## src/rtl/counter_pkg.sv

```systemverilog
// counter_pkg: shared definitions for the modulo-N counter family.
//   cnt_dir_e  : direction encoding for the up_dn input (CNT_DN / CNT_UP).
//   clamp_load : limits a load value to the top of the count range, so a
//                counter can never be loaded outside 0..modulus-1.
package counter_pkg;

  typedef enum logic {
    CNT_DN = 1'b0,
    CNT_UP = 1'b1
  } cnt_dir_e;

  // Operates on 32-bit values so any counter width up to 31 bits can share it;
  // callers zero-extend their data in and truncate the result back.
  function automatic logic [31:0] clamp_load(input logic [31:0] d,
                                             input int unsigned modulus);
    logic [31:0] top;
    top = 32'(modulus - 1);
    return (d > top) ? top : d;
  endfunction

endpackage

```

## src/rtl/mod_counter.sv

```systemverilog
// mod_counter: synchronous modulo-N up/down counter with parallel load,
// optional saturate-at-terminal mode, cascadable ripple-carry and a
// registered wrap pulse.
//
// Parameters:
//   WIDTH   - counter width in bits (2..31)
//   MODULUS - count range 0..MODULUS-1 (2..2**WIDTH)
// Ports:
//   clk   in  : clock, all state changes on the rising edge
//   clr   in  : synchronous active-high reset / clear (q=0, wrap=0)
//   ld_n  in  : synchronous load, active-low (d clamped to MODULUS-1)
//   enp   in  : parallel count enable
//   ent   in  : trickle count enable, also gates rco
//   up_dn in  : 1 = count up, 0 = count down
//   sat   in  : 1 = hold at terminal value instead of wrapping
//   d     in  : load data
//   q     out : current count
//   rco   out : combinational ripple-carry, ent & (q == terminal)
//   wrap  out : registered pulse, high while q shows the post-wrap value
module mod_counter
  import counter_pkg::*;
#(
  parameter int unsigned WIDTH   = 8,
  parameter int unsigned MODULUS = 2 ** WIDTH
) (
  input  logic             clk,
  input  logic             clr,
  input  logic             ld_n,
  input  logic             enp,
  input  logic             ent,
  input  logic             up_dn,
  input  logic             sat,
  input  logic [WIDTH-1:0] d,
  output logic [WIDTH-1:0] q,
  output logic             rco,
  output logic             wrap
);

  if (WIDTH < 2 || WIDTH > 31) begin : g_bad_width
    $error("mod_counter: WIDTH must be in 2..31");
  end
  if (MODULUS < 2 || MODULUS > (32'd1 << WIDTH)) begin : g_bad_modulus
    $error("mod_counter: MODULUS must be in 2..2**WIDTH");
  end

  localparam logic [WIDTH-1:0] MaxVal = WIDTH'(MODULUS - 1);

  logic [WIDTH-1:0] q_q, q_d;
  logic             wrap_q, wrap_d;
  logic             count_up;
  logic             at_term;

  assign count_up = (up_dn == CNT_UP);
  assign at_term  = count_up ? (q_q == MaxVal) : (q_q == '0);

  // Clear is handled in the register block; this covers load > count > hold.
  always_comb begin
    q_d    = q_q;
    wrap_d = 1'b0;
    if (!ld_n) begin
      q_d = WIDTH'(clamp_load(32'(d), MODULUS));
    end else if (enp && ent) begin
      if (at_term) begin
        if (!sat) begin
          q_d    = count_up ? '0 : MaxVal;
          wrap_d = 1'b1;
        end
      end else begin
        q_d = count_up ? (q_q + WIDTH'(1)) : (q_q - WIDTH'(1));
      end
    end
  end

  always_ff @(posedge clk) begin
    if (clr) begin
      q_q    <= '0;
      wrap_q <= 1'b0;
    end else begin
      q_q    <= q_d;
      wrap_q <= wrap_d;
    end
  end

  assign q    = q_q;
  assign wrap = wrap_q;
  assign rco  = ent & at_term;

endmodule

```

## config.mk

```make
export PLATFORM = sky130hd
export DESIGN_NAME = mod_counter
export DESIGN_NICKNAME = d
export VERILOG_FILES = /design/src/rtl/counter_pkg.sv /design/src/rtl/mod_counter.sv
export SDC_FILE = /design/constraint.sdc
export NUM_CORES = 1
export LEC_CHECK = 0
export BUFFER_PORTS_ARGS = -buffer_cell sky130_fd_sc_hd__buf_2
export CORE_ASPECT_RATIO = 0.9
export CORE_MARGIN = 5
export CORE_UTILIZATION = 30
export DETAILED_ROUTE_END_ITERATION = 8
export SLEW_MARGIN = 10
export SYNTH_ARGS = -nofsm -noshare
export SYNTH_HDL_FRONTEND = slang
export SYNTH_SLANG_ARGS = --single-unit
```

## constraint.sdc

```tcl
create_clock -name clk -period 2.2 [get_ports clk]
set_input_delay 0 -clock clk [delete_from_list [all_inputs] [get_ports clk]]
set_output_delay 0 -clock clk [all_outputs]
set_load 0.02 [all_outputs]
```

==> impl_metrics.py <==
metrics = {
    "cells_and_area": {
        "layout-drive-gt1-share_pct": 27.5,
        "fill_cells": 297,
        "final_nets": 165,
        "post-route-util_pct": 41.4,
        "synthToLayoutAreaGrowth_pct": 33.4,
        "diodes": 0,
        "postLayoutCellArea_um2": 1130,
    },
    "floorplan": {
        "initial_utilization_pct": 31.0,
        "die_h_um": 60.4,
        "die_x_um": 66.0,
        "coreArea_um2": 2730,
        "io_pins": 25,
        "die-area_um2": 3980,
        "num_rows": 18,
    },
    "setup_path": {
        "path_cells": "nor4_2 > and3_2 > nor2_2 > nor4_1 > dlygate4sd3_1",
        "crit_path_end_kind": "flip-flop",
        "start_kind": "flip-flop",
        "slowest_stage": "dlygate4sd3_1",
        "worstSetupPathType": "flip-flop to flip-flop",
        "critical-path-max-stage-delay_ns": 0.57,
        "cp_max_fo": 5,
        "critPathRequiredTime_ns": 2.42,
        "critPathArrivalTime_ns": 2.26,
    },
    "yosys": {
        "netlist_top_cells_area": "dfxtp_1 21%, ha_1 8.9%, o21ai_0 5.3%, nor2_1 5.3%, mux2i_1 4.7%",
        "syn_area_per_cell_um2": 7.98,
        "netlist_instances": 106,
        "netlist-cell-type-count": 36,
        "syn-cell-area_um2": 846,
        "syn_nets": 128,
        "seq_area_frac_synth_pct": 21.3,
        "synth_seq_cells": 9,
        "yosysTopAreaCell": "dfxtp_1",
        "synth_warnings": 0,
        "yosysTopAreaCellShare_pct": 21.3,
    },
    "sta": {
        "grt_setup_unrepaired": "false",
        "hold_viol_final": 0,
        "min_period_ns": 2.04,
        "tns_ns": 0,
        "worst_slack_ns": 0.159,
        "worstMarginPinSlew_ns": 0.356,
        "clock.fmax_mhz": 490,
        "finalSetupViolCount": 0,
        "drv_slew": 0,
        "whs_ns": 0.0277,
        "min_period_over_period_pct": 92.8,
        "max-slew-margin-rel_pct": 76.1,
        "fin_worst_skew_ns": 0.00519,
    },
    "run": {
        "max-cap-violations": 0,
    },
    "clocking": {
        "tritoncts": "yes",
        "cts-root-buf": "clkbuf_4",
        "cts_sinks": 9,
        "ctsHtreeMaxLevel": 1,
        "cts_resized": 0,
        "clock_latency_ns": 0.27,
        "clock_tree.buffer_depth": 2,
        "cts_inserted_buffers": 3,
        "path_clk_slew_ns": 0.07,
    },
    "detailed_routing": {
        "postRouteAntennaNets": 0,
        "wire_per_inst_um": 13.9,
        "first_pass_iters": 5,
        "vias": 945,
        "routed_via_density": 5.19,
        "first_iter_violations": 25,
        "drc": 0,
        "wl_um": 2520,
    },
    "power_and_ir_drop": {
        "p_leak_nw": 0.528,
        "power_density_nw_per_um2": 500,
        "seqPwrFrac_pct": 35.2,
        "internal_power_mw": 0.346,
        "power.switching_mw": 0.219,
        "switching_share_pct": 38.7,
        "vdd_drop_max_mv": 0.247,
        "combinationalPowerShare_pct": 40.7,
        "p_clk_share_pct": 24.0,
    },
    "place": {
        "gp_routability_congestion": 0.793,
        "placed_area_um2": 1010,
        "io_buffers": 24,
        "preCtsSetupSlack_ns": 0.279,
        "hpwl_um": 1860,
    },
    "hold_path": {
        "hold_class": "input port to flip-flop",
    },
    "global_routing": {
        "grt_pass1_wl_um": 4110,
        "grt_start_max_net_pins": 10,
        "grt-ovfl-total": 0,
        "antenna_found_initial": 0,
        "grt_pass1_vias": 907,
        "track_usage_pct": 13.6,
    },
    "outcome": {
        "status": "completed",
    },
}
==> sequential cells by signal, summed over array words and instances, names as in the netlist <==
name	count
q	8
wrap	1
==> cell type report <==
| cell class | instances | area (µm²) | area share, % |
|---|---|---|---|
| flip-flops and latches | 9 | 180 | 16.0 |
| inverters | 5 | 18.8 | 1.66 |
| well taps | 40 | 50.0 | 4.43 |
| clock buffers | 3 | 22.5 | 2.00 |
| repair buffers | 34 | 213 | 18.8 |
| multi-input cells | 90 | 639 | 56.7 |
| clock inverters | 1 | 5.00 | 0.443 |
==> power by group through the flow <==
| stage | clock, mW | combinational, mW | sequential, mW |
|---|---|---|---|
| after floorplan | 0 | 0.145 | 0.211 |
| after global placement | 0 | 0.216 | 0.202 |
| after detailed placement | 0 | 0.219 | 0.202 |
| after CTS | 0.137 | 0.229 | 0.198 |
| after global routing | 0.146 | 0.256 | 0.201 |
| final | 0.136 | 0.230 | 0.199 |
==> layout by cell type (no fill, tap or decap), types with 5 or more instances in the layout <==
| master | netlist | final |
|---|---|---|
| dfxtp_1 | 9 | 9 |
| a211oi_1 | 5 | 5 |
| o21ai_0 | 9 | 9 |
| ha_1 | 6 | 6 |
| inv_1 | 5 | 5 |
| buf_2 | 0 | 24 |
| a21oi_1 | 6 | 6 |
| dlygate4sd3_1 | 0 | 7 |
| nand2_1 | 7 | 7 |
| nor3_1 | 5 | 5 |
| nor2_1 | 12 | 12 |
==> critical path, delay by kind of cell (launching register included) <==
kind,cells,cell delay [ns]
flops,1,0.36
buf+inv,1,0.57
simple gates,4,1.05
==> layer usage <==
metal | share of wire [%] | GRT usage (%) | vias to the layer above
met5 | 0 | 0 | -
li1 | - | - | 469
met4 | 1.5 | 3.48 | 0
met1 | 43 | 17.4 | 433
met2 | 47 | 22.3 | 37
met3 | 7.6 | 4.81 | 6
==> through the flow <==
stage,std cells,power [mW]
global placement,168,0.418
global route,182,0.604
CTS,179,0.564
detailed placement,168,0.421
floorplan,106,0.356
finish,182,0.564
==> cell families (layout without fill, tap and decap cells) <==
group | after synthesis | after routing | synth area share [%]
buffers and inverters | 7 | 43 | 3.11
multiplexers | 4 | 4 | 4.73
flip-flops | 9 | 9 | 21.3
AO/OA/AOI/OAI | 36 | 36 | 29.1
AND/OR/NAND/NOR | 38 | 38 | 25.3
XOR/XNOR | 5 | 5 | 5.18
adder cells (fa/ha/maj) | 7 | 7 | 11.2
==> Yosys cell counts <==
cell,count
o2111ai_1,1
a2111oi_2,1
nor3_4,1
nor2_1,12
o22ai_1,2
o31ai_1,2
o21bai_1,1
nand2_1,7
inv_1,5
nand3_1,1
a31oi_1,2
nand4_2,1
dfxtp_1,9
a41oi_1,1
xor2_1,1
nand2b_1,2
and3_2,1
a21boi_4,1
nor3_1,5
a21oi_1,6
a21o_1,2
a211oi_1,5
a21bo_2,1
mux2i_1,4
fa_1,1
clkbuf_1,2
ha_1,6
o21ai_1,2
or4b_1,1
nor3b_1,3
xnor2_1,4
o21ai_0,9
nor2b_1,1
nor4_2,1
nor4_1,1
nor2_2,1
==> path summary, 6_finish.rpt <==
path	from	to	slack [ns]	depth (start not counted)
setup / recovery	q[3]$_SDFFE_PP0P_	wrap$_SDFF_PP0_	0.16	5
hold / removal	clr	q[0]$_SDFFE_PP0P_	0.03	2
setup reg to reg	q[3]$_SDFFE_PP0P_	wrap$_SDFF_PP0_	0.16	5
hold reg to reg	q[3]$_SDFFE_PP0P_	q[3]$_SDFFE_PP0P_	0.64	2
==> timing repair <==
action	in CTS	in global routing
setup endpoints to repair	0	1
setup buffers	0	3
hold buffers	7	0
endpoints found under the hold margin	6	0
Note: power is estimated with default switching activity, not from simulation.
